===== config.mk =====
export PLATFORM = sky130hd
export DESIGN_NAME = bldcm_ramp_sequencer
export DESIGN_NICKNAME = d
export VERILOG_FILES = /design/src/rtl/bldcm_ramp_sequencer.sv
export SDC_FILE = /design/constraint.sdc
export NUM_CORES = 1
export LEC_CHECK = 0
export CAP_MARGIN = 30
export CORE_ASPECT_RATIO = 0.8
export CORE_MARGIN = 2
export CORE_UTILIZATION = 37
export DETAILED_ROUTE_END_ITERATION = 6
export PLACE_DENSITY_LB_ADDON = 0.08
export SLEW_MARGIN = 0
export SYNTH_ARGS = -nofsm -noshare
export SYNTH_HDL_FRONTEND = slang
export SYNTH_SLANG_ARGS = --single-unit

===== constraint.sdc =====
create_clock -name iClock -period 6.9 [get_ports iClock]
set_input_delay 1.38 -clock iClock [delete_from_list [all_inputs] [get_ports iClock]]
set_output_delay 1.38 -clock iClock [all_outputs]
set_load 0.01 [all_outputs]

===== src/rtl/bldcm_ramp_sequencer.sv =====
// Avalon-MM master that brings up the BLDC controller CSRs, ramps the frequency target
// step by step (waiting for each step to be reflected), and ramps back down on stop.
module bldcm_ramp_sequencer #(
    parameter logic [1:0] pAddrCtrl    = 2'd0,
    parameter logic [1:0] pAddrFreq    = 2'd1,
    parameter logic [1:0] pAddrPwm     = 2'd3,
    parameter int         pReflTimeout = 1024
) (
    input  logic        iClock,
    input  logic        iReset,
    input  logic        iStart,
    input  logic        iStop,
    input  logic [31:0] iFreqInit,
    input  logic [31:0] iFreqFinal,
    input  logic [31:0] iFreqStep,
    input  logic [15:0] iDwell,
    input  logic [31:0] iPwmWord,
    output logic [1:0]  oAddr,
    output logic        oRead,
    output logic        oWrite,
    output logic [31:0] oWdata,
    input  logic [31:0] iRdata,
    input  logic [1:0]  iResp,
    output logic        oRunning,
    output logic        oBusy,
    output logic        oError,
    output logic [3:0]  oDbgState
);

    typedef enum logic [3:0] {
        sIdle  = 4'd0,
        sCfg   = 4'd1,
        sEna   = 4'd2,
        sWrf   = 4'd3,
        sPoll  = 4'd4,
        sDwell = 4'd5,
        sRun   = 4'd6,
        sDis   = 4'd7,
        sErr   = 4'd8
    } stateT;

    localparam logic [15:0] cTimeoutLast = 16'(pReflTimeout - 1);

    stateT       state;
    logic [31:0] freqInit;
    logic [31:0] freqFinal;
    logic [31:0] step;
    logic [15:0] dwell;
    logic [31:0] cur;
    logic [15:0] dwellCnt;
    logic [15:0] toCnt;
    logic        pollData;
    logic        dirDown;
    logic        stopPend;

    logic        dnEff;
    logic [32:0] upSum;
    logic [32:0] dnDiff;
    logic [31:0] nextCur;
    logic [31:0] startFreq;
    logic        unusedBits;

    assign oDbgState  = state;
    assign unusedBits = ^{iRdata[31:2], iRdata[0]};

    // Next ramp value in 33 bits so neither direction can wrap past its bound.
    always_comb begin
        dnEff   = dirDown | iStop;
        upSum   = {1'b0, cur} + {1'b0, step};
        dnDiff  = {1'b0, cur} - {1'b0, step};
        nextCur = cur;
        if (dnEff) begin
            if (dnDiff[32] || (dnDiff[31:0] <= freqInit)) nextCur = freqInit;
            else                                           nextCur = dnDiff[31:0];
        end else begin
            if (upSum >= {1'b0, freqFinal}) nextCur = freqFinal;
            else                            nextCur = upSum[31:0];
        end
        startFreq = (freqInit >= freqFinal) ? freqFinal : freqInit;
    end

    // Bus handshake: no waitrequest, so a strobe (oRead or oWrite) is held for exactly one
    // cycle; iResp is sampled in the write cycle, iRdata/iResp in the cycle after oRead.
    always_ff @(posedge iClock) begin
        if (iReset) begin
            state     <= sIdle;
            oRead     <= 1'b0;
            oWrite    <= 1'b0;
            oAddr     <= 2'd0;
            oWdata    <= 32'd0;
            oRunning  <= 1'b0;
            oBusy     <= 1'b0;
            oError    <= 1'b0;
            freqInit  <= 32'd0;
            freqFinal <= 32'd0;
            step      <= 32'd1;
            dwell     <= 16'd0;
            cur       <= 32'd0;
            dwellCnt  <= 16'd0;
            toCnt     <= 16'd0;
            pollData  <= 1'b0;
            dirDown   <= 1'b0;
            stopPend  <= 1'b0;
        end else begin
            oRead  <= 1'b0;
            oWrite <= 1'b0;
            case (state)
                sIdle: begin
                    if (iStart && !iStop) begin
                        freqInit  <= iFreqInit;
                        freqFinal <= iFreqFinal;
                        step      <= (iFreqStep == 32'd0) ? 32'd1 : iFreqStep;
                        dwell     <= iDwell;
                        dirDown   <= 1'b0;
                        stopPend  <= 1'b0;
                        oError    <= 1'b0;
                        oBusy     <= 1'b1;
                        oWrite    <= 1'b1;
                        oAddr     <= pAddrPwm;
                        oWdata    <= iPwmWord;
                        state     <= sCfg;
                    end
                end
                sCfg, sEna: begin
                    if (iResp != 2'b00) begin
                        oError   <= 1'b1;
                        oWrite   <= 1'b1;
                        oAddr    <= pAddrCtrl;
                        oWdata   <= 32'd0;
                        state    <= sErr;
                    end else if (iStop) begin
                        oWrite   <= 1'b1;
                        oAddr    <= pAddrCtrl;
                        oWdata   <= 32'd0;
                        state    <= sDis;
                    end else if (state == sCfg) begin
                        oWrite   <= 1'b1;
                        oAddr    <= pAddrCtrl;
                        oWdata   <= 32'h1;
                        state    <= sEna;
                    end else begin
                        cur      <= startFreq;
                        oWrite   <= 1'b1;
                        oAddr    <= pAddrFreq;
                        oWdata   <= startFreq;
                        state    <= sWrf;
                    end
                end
                sWrf: begin
                    if (iStop) begin
                        dirDown  <= 1'b1;
                        stopPend <= 1'b1;
                    end
                    if (iResp != 2'b00) begin
                        oError   <= 1'b1;
                        oWrite   <= 1'b1;
                        oAddr    <= pAddrCtrl;
                        oWdata   <= 32'd0;
                        state    <= sErr;
                    end else begin
                        oRead    <= 1'b1;
                        oAddr    <= pAddrCtrl;
                        toCnt    <= 16'd0;
                        pollData <= 1'b0;
                        state    <= sPoll;
                    end
                end
                sPoll: begin
                    toCnt <= toCnt + 16'd1;
                    if (iStop) begin
                        dirDown  <= 1'b1;
                        stopPend <= 1'b1;
                    end
                    if (!pollData) begin
                        pollData <= 1'b1;
                    end else if (iResp != 2'b00 || (!iRdata[1] && !iStop && !stopPend
                                                     && toCnt >= cTimeoutLast)) begin
                        oError   <= 1'b1;
                        oWrite   <= 1'b1;
                        oAddr    <= pAddrCtrl;
                        oWdata   <= 32'd0;
                        state    <= sErr;
                    end else if (iRdata[1] || iStop || stopPend) begin
                        // A pending stop abandons the wait once the read in flight has returned.
                        stopPend <= 1'b0;
                        dwellCnt <= 16'd0;
                        state    <= sDwell;
                    end else begin
                        pollData <= 1'b0;
                        oRead    <= 1'b1;
                        oAddr    <= pAddrCtrl;
                    end
                end
                sDwell: begin
                    if (iStop) dirDown <= 1'b1;
                    if (dwellCnt >= dwell) begin
                        if (!dnEff && cur >= freqFinal) begin
                            oRunning <= 1'b1;
                            state    <= sRun;
                        end else if (dnEff && cur <= freqInit) begin
                            oWrite   <= 1'b1;
                            oAddr    <= pAddrCtrl;
                            oWdata   <= 32'd0;
                            state    <= sDis;
                        end else begin
                            cur      <= nextCur;
                            oWrite   <= 1'b1;
                            oAddr    <= pAddrFreq;
                            oWdata   <= nextCur;
                            state    <= sWrf;
                        end
                    end else begin
                        dwellCnt <= dwellCnt + 16'd1;
                    end
                end
                sRun: begin
                    if (iStop) begin
                        dirDown  <= 1'b1;
                        oRunning <= 1'b0;
                        dwellCnt <= 16'd0;
                        state    <= sDwell;
                    end
                end
                sDis, sErr: begin
                    oRunning <= 1'b0;
                    oBusy    <= 1'b0;
                    state    <= sIdle;
                end
                default: begin
                    oRunning <= 1'b0;
                    oBusy    <= 1'b0;
                    state    <= sIdle;
                end
            endcase
        end
    end

endmodule


==> out/metrics.csv, run 1 <==
stage,metric,value,unit
status,outcome,"finished, final reports clean",
critical_path,r2r_slack,450,ps
pwr,power_leakage,8.95,nW
final_layout,finalNetCount,3068,
clock_network,cts-buffers-inserted,26,
critical_path,worstPathArrival,6900,ps
grt,gr-usage-met1,37.9,%
pwr,clockPowerShare,22.0,%
clock_network,clock_sinks,222,
grt,grt_pass1_wl,110000,um
critical_path,critPathMaxFanout,24,
grt,antenna_found_initial,0,
route,drt-pass1-iter-count,6,
route,drtAntennaViolNets,0,
critical_path,reg2reg_depth,26,
route,first_iter_violations,1728,
clock_network,cts_tree,done,
pwr,swShare,45.2,%
final_layout,drive_gt1_share,6.09,%
pwr,p_comb_share,54.5,%
critical_path,end_kind,flip-flop,
sta,max_freq,0.155,GHz
clock_network,clockRootBuffer,clkbuf_16,
clock_network,post_cts_buffers,0,
floorplan,io_pins,225,
logic_synthesis,synth_flop_cell,dfxtp_1,
critical_path,worstSetupStartpointType,flip-flop,
critical_path,cp-startpoint,cur[0],
logic_synthesis,synth_area_leaders,"dfxtp_1, ha_1, a21oi_1, nand2_1, nor2_1",
critical_path,required,7340,ps
route,vias,19200,
final_layout,area_growth,19.7,%
floorplan,die_w,254,um
logic_synthesis,syn_inst,2499,
sta,setup-violations-final,0,
sta,rsz0062_at_grt,false,
pwr,powerDensity,328,mW/mm^2
clock_network,clk_path_buf_depth,3,
place,dpl.hpwl,57400,um
grt,grt-busiest-layer,met2,
pwr,switchingPower,3.29,mW
logic_synthesis,synth_edf_count,0,
pwr,p_int,3.99,mW
route,vias_per_cell,5.74,
min_path,hold_path_depth,2,
clock_network,htree_levels,1,
floorplan,die_h,204,um
place,postPlaceCellArea,0.0212,mm^2
min_path,hp-class,flip-flop to flip-flop,
pwr,ir_drop,0.216,mV
clock_network,clock_latency,580,ps
grt,use_met2,45.9,%
grt,grt_use_total,27.7,%
final_layout,fin_area,0.0222,mm^2
floorplan,dieArea,0.0519,mm^2
final_layout,fin_util,44.7,%
place,gp_congestion,0.944,
sta,finClkSkew,17.5,ps
floorplan,initial_core_util,37.3,%
clock_network,clk_pin_slew,70,ps
critical_path,setup.worst_path.class,flip-flop to flip-flop,
floorplan,rows,73,
sta,setup_tns,0,ps
grt,grt_overflow,0,
critical_path,crit_end,oWdata[11],
sta,tightestPinTransition,1000,ps
sta,drv_slew,0,
grt,met3_usage,2.88,%
final_layout,fillers,5111,
logic_synthesis,post_synth.cell_area_avg,7.41,um^2
route,wl_per_cell,22.0,um
floorplan,core_area,0.0496,mm^2
logic_synthesis,syn_area,0.0185,mm^2
critical_path,rr_startpoint,cur[0],
pwr,seq_power_share,23.5,%
run,cap_violations,0,
logic_synthesis,ys_seq_area_share,24.0,%
route,drcViolationCount,0,
route,wirelength,73500,um
logic_synthesis,synth_fp_nets,2925,
logic_synthesis,yosys_warnings,0,
logic_synthesis,synth_top_area_share,24.0,%
final_layout,insertedDiodeCount,0,
logic_synthesis,synth_top_area_cell,dfxtp_1,
sta,hold_violations,0,
sta,min_period_over_period,93.5,%
logic_synthesis,ys_seq_elements,222,
clock_network,ctsResizeCount,0,
sta,setup_ws,447,ps
clock_network,cts_hold_buffers,0,
place,dpl_worst_slack,620,ps
sta,max-slew-margin-rel,33.2,%
sta,fin_crit,6450,ps
critical_path,r2r_end,oWdata[11],
sta,hold_slack,441,ps
logic_synthesis,async_reset_ff_share,0,%
logic_synthesis,ys_top_cells_by_count,"a21oi_1, nand2_1, ha_1",
logic_synthesis,yosysMostFrequentCell,a21oi_1,
place,portBuffers,193,
grt,grt_max_degree,78,
logic_synthesis,ys_types,82,
grt,grt_pass1_vias,18000,
## stage by stage
stage / std cells / total power, mW
floorplan: 2499 / 4.19
global placement: 3288 / 5.61
detailed placement: 3289 / 5.64
CTS: 3337 / 7.28
global route: 3337 / 7.72
finish: 3337 / 7.28
## logic make-up after synthesis
| family | share of synthesized area, % |
|---|---|
| buffers and inverters | 6.33 |
| multiplexers | 3.68 |
| flip-flops | 24.0 |
| XOR/XNOR | 3.50 |
| adder cells (fa/ha/maj) | 16.6 |
| AND/OR/NAND/NOR | 20.7 |
| AO/OA/AOI/OAI | 25.2 |
## sequential cells by signal, indices dropped and copies added, names as in the netlist, 2 cells and up
| name | cells |
|---|---|
| dwell | 16 |
| toCnt | 16 |
| cur | 32 |
| freqInit | 32 |
| oWdata | 32 |
| dwellCnt | 16 |
| freqFinal | 32 |
| oDbgState | 4 |
| oAddr | 2 |
| step | 32 |
## worst max-delay path, cell delays in order (launching register included)
cell	delay [ps]
dfxtp_1	320
inv_1	130
ha_1	270
inv_1	80
fa_1	430
a211oi_1	290
o21ai_0	290
a221oi_2	470
o21ai_0	260
a21oi_1	380
o31ai_1	140
xnor2_1	140
buf_4	160
ha_1	310
nand4_1	210
nor4_1	340
buf_4	180
a21o_1	110
a2bb2oi_1	150
a21oi_1	90
o21ai_4	160
buf_12	260
mux2i_1	250
o21ai_0	110
a211oi_1	510
buf_4	200
o31ai_2	50
## power groups by stage
stage | Sequential [mW] | Clock, mW | Combinational, mW
finish | 1.71 | 1.60 | 3.96
detailed placement | 1.73 | 0 | 3.91
CTS | 1.71 | 1.64 | 3.93
global route | 1.73 | 1.69 | 4.30
floorplan | 1.68 | 0 | 2.51
global placement | 1.73 | 0 | 3.88
## cell usage in the layout (no fill, tap or decap), types with 7 or more instances in the layout
master,Yosys,final
a2111oi_0,7,7
o221ai_1,12,12
a211oi_1,36,36
o211ai_1,19,19
nor2b_1,17,16
xnor2_1,54,54
o21ai_1,7,7
o21bai_1,12,12
o21ai_0,104,104
a21o_1,39,39
o21a_1,13,13
ha_1,242,242
nor4_1,28,28
or2_2,15,15
o22ai_1,22,22
nand3_1,55,55
nor3_1,52,52
buf_4,2,55
nor3b_1,7,7
o31ai_1,28,28
a21oi_1,352,352
dfxtp_1,222,222
nor2_1,224,222
a31oi_1,24,24
mux2_2,15,15
and2_1,9,9
a221oi_1,10,10
xor2_1,20,20
clkbuf_16,0,27
or3_1,14,13
mux2i_1,50,50
nand2b_1,22,22
and3_1,16,16
nand2_1,329,329
clkdlybuf4s50_1,0,192
inv_1,146,146
nand4_1,48,48
## worst min path at each step
stage / end / start
finish: oWdata[16] / oWdata[16]
global route: freqFinal[7] / freqFinal[7]
CTS: oWdata[16] / oWdata[16]
detailed placement: oWdata[16] / oWdata[16]
global placement: oWdata[16] / oWdata[16]
floorplan: dwell[10] / dwell[10]
## cell type report
cell class                 count  area [um^2]  area share, %
multi-input combinational   1991        12900           58.3
sequential                   222         4440           20.1
timing repair buffer         251         2410           10.9
tap                          675          845           3.81
clock buffer                  33          738           3.33
inverter                     150          563           2.54
clock inverter                15          243           1.10
## layer usage
| metal | share of wire, % | vias to the layer above |
|---|---|---|
| met3 | 5.4 | 118 |
| met2 | 46 | 648 |
| met5 | 0 | - |
| met1 | 46 | 9132 |
| li1 | - | 9270 |
| met4 | 3.1 | 0 |
No activity file was read; power rests on OpenSTA's default activity.
==> run 2: changes to the inputs <==
--- a/config.mk
+++ b/config.mk
@@ -9,7 +9,9 @@
 export CORE_ASPECT_RATIO = 0.8
 export CORE_MARGIN = 2
 export CORE_UTILIZATION = 37
+export CTS_CLUSTER_DIAMETER = 100
 export DETAILED_ROUTE_END_ITERATION = 6
+export GPL_TIMING_DRIVEN = 0
 export PLACE_DENSITY_LB_ADDON = 0.08
 export SLEW_MARGIN = 0
 export SYNTH_ARGS = -nofsm -noshare
==> run 2 against run 1 <==
Non-clock buffer count rose by 86. Cell count up 2.7%. Wire length increased by 16%. Via count is 4.2% higher. Design area up 1.4%. Count of clock-buffer cells in the layout up 10. Register-to-register slack worse by 340 ps. Worst setup slack got worse by 340 ps. Combinational power up 10%. Flip-flop and latch count unchanged. Die area unchanged. Total power increased by 5.7%. Critical path type unchanged. Largest power group unchanged. Highest routed layer unchanged.
==> out/metrics.csv, run 2 (synthesis results as in run 1) <==
stage,metric,value,unit,change
floorplan,rows,73,,unchanged
clock_network,htree_levels,1,,unchanged
sta,fin_crit,6790,ps,+342 ps
pwr,power_leakage,9.00,nW,+0.46%
critical_path,r2r_end,oWdata[16],,
pwr,powerDensity,342,mW/mm^2,+4.2%
sta,min_period_over_period,98.5,%,+5.0 points
critical_path,end_kind,flip-flop,,
sta,drv_slew,0,,unchanged
floorplan,die_h,204,um,unchanged
run,cap_violations,0,,unchanged
grt,grt_max_degree,14,,-82%
pwr,ir_drop,0.206,mV,-4.6%
route,drcViolationCount,0,,unchanged
grt,grt_use_total,32.2,%,+4.5 points
critical_path,r2r_slack,110,ps,-340 ps
sta,hold_violations,0,,unchanged
route,wirelength,85500,um,+16%
min_path,min_to,oWdata[16],,
route,first_iter_violations,1745,,+0.98%
final_layout,final_common_cell,a21oi_1,,
route,drtAntennaViolNets,0,,unchanged
route,drt-pass1-iter-count,6,,unchanged
critical_path,worstPathArrival,7260,ps,+360 ps
grt,antenna_found_initial,0,,unchanged
floorplan,core_area,0.0496,mm^2,unchanged
final_layout,area_growth,21.3,%,
critical_path,critPathMaxFanout,10,,-58%
place,gp_congestion,1.00,,+6.4%
route,vias_per_cell,5.83,,+1.5%
final_layout,finalNetCount,3156,,+2.9%
sta,max_freq,0.147,GHz,-5.0%
critical_path,setup.worst_path.class,flip-flop to flip-flop,,
clock_network,clk_path_buf_depth,3,,unchanged
critical_path,worstSetupStartpointType,flip-flop,,
route,vias,20000,,+4.2%
grt,grt_pass1_vias,18900,,+4.6%
critical_path,required,7370,ps,+30 ps
status,outcome,"finished, final reports clean",,
route,wl_per_cell,24.9,um,+13%
min_path,hold_path_depth,2,,unchanged
clock_network,cts_tree,done,,
grt,grt_pass1_wl,123000,um,+11%
floorplan,dieArea,0.0519,mm^2,unchanged
sta,max-slew-margin-rel,28.6,%,-4.6 points
final_layout,drive_gt1_share,5.20,%,-0.89 points
floorplan,initial_core_util,37.3,%,unchanged
floorplan,io_pins,225,,unchanged
pwr,power,7.69,mW,+5.7%
sta,setup-violations-final,0,,unchanged
sta,tightestPinTransition,1070,ps,+69.9 ps
clock_network,clock_sinks,222,,unchanged
clock_network,cts-buffers-inserted,28,,+7.7%
clock_network,clk_pin_slew,60,ps,about the same
final_layout,insertedDiodeCount,0,,unchanged
place,dpl.hpwl,69700,um,+22%
sta,finClkSkew,21.2,ps,+3.71 ps
critical_path,reg2reg_depth,25,,-3.8%
sta,hold_slack,439,ps,-1.20 ps
clock_network,clock_latency,590,ps,about the same
clock_network,cts_hold_buffers,0,,unchanged
floorplan,die_w,254,um,unchanged
final_layout,fillers,5103,,-0.16%
final_layout,layout_common_cells,"a21oi_1, nand2_1, ha_1, nor2_1, dfxtp_1",,
final_layout,fin_cells,3426,,+2.7%
critical_path,rr_startpoint,cur[0],,
min_path,min_from,oWdata[16],,
grt,grt_overflow,0,,unchanged
place,placed_cells,3372,,+2.5%
clock_network,clockRootBuffer,clkbuf_16,,
sta,setup_tns,0,ps,unchanged
min_path,hp-class,flip-flop to flip-flop,,
sta,rsz0062_at_grt,false,,
place,portBuffers,192,,-0.52%
run 2: changes by cell type in the layout (fill, tap and decap cells not counted), moves of 3 or more:
cell	delta
clkbuf_8	+3
clkinvlp_4	-3
buf_6	+3
buf_2	+18
buf_8	+6
buf_1	+13
buf_4	-49
clkbuf_1	+100
run 2: layout make-up:
class	count	area [um^2]	share of cell area [%]
buffer	136	614	2.73
sequential	222	4440	19.8
clock buffer	43	848	3.78
multi-input combinational	1991	13000	57.8
clock inverter	8	146	0.651
tap	675	845	3.76
inverter	150	563	2.51
timing repair buffer	201	2030	9.03
run 2: report_power, final:
group	internal (mW)	switching, mW	total (mW)
Combinational	1.53	2.84	4.37
Clock	0.989	0.629	1.62
Sequential	1.49	0.212	1.70
run 2: what timing repair did:
action,in CTS,in global routing
setup endpoints to repair,48,30
gates resized for setup,6,12
pin swaps,0,2
setup buffers,0,1
run 2: worst max-delay path by stage:
stage | startpoint | endpoint | depth (start not counted) | slack, ps
global route | cur[0] | oWdata[10] | 24 | 20
floorplan | step[1] | oWdata[30] | 22 | 2090
CTS | cur[0] | oWdata[16] | 24 | 10
global placement | cur[3] | oWdata[27] | 22 | -560
detailed placement | cur[3] | oWdata[27] | 22 | -510
finish | cur[0] | oWdata[16] | 25 | 110
run 2: critical path, stage by stage, from the launching register on:
cell	delay (ps)
dfxtp_1	330
inv_1	250
ha_1	260
inv_1	60
fa_1	420
a211oi_1	280
o21ai_0	320
a221oi_2	320
buf_4	180
o21ai_0	140
a21oi_1	350
o31ai_1	130
xnor2_1	370
ha_1	230
nand4_1	240
nor4_4	550
a21o_1	180
a2bb2oi_1	170
a21oi_1	70
o21ai_2	290
buf_4	340
buf_2	350
mux2i_2	400
nor2_1	80
o221ai_1	260
nand2_1	90
run 2: through the flow:
stage | setup WS [ps] | utilization [%] | instance area, um^2
2_1_floorplan | 2090 | - | 18500
3_3_place_gp | -557 | 42.9 | 21300
3_5_place_dp | -505 | 43.1 | 21400
4_1_cts | 13.1 | 45.2 | 22400
5_1_grt | 16.4 | 45.3 | 22500
6_report | 105 | 45.3 | 22500
run 2: routing by layer:
layer,vias to the layer above,track usage [%],share of wire (%)
li1,9459,-,-
met3,149,6.84,8.9
met1,9512,45.4,45
met2,848,48.3,42
met5,-,0,0
met4,0,11.3,3.8
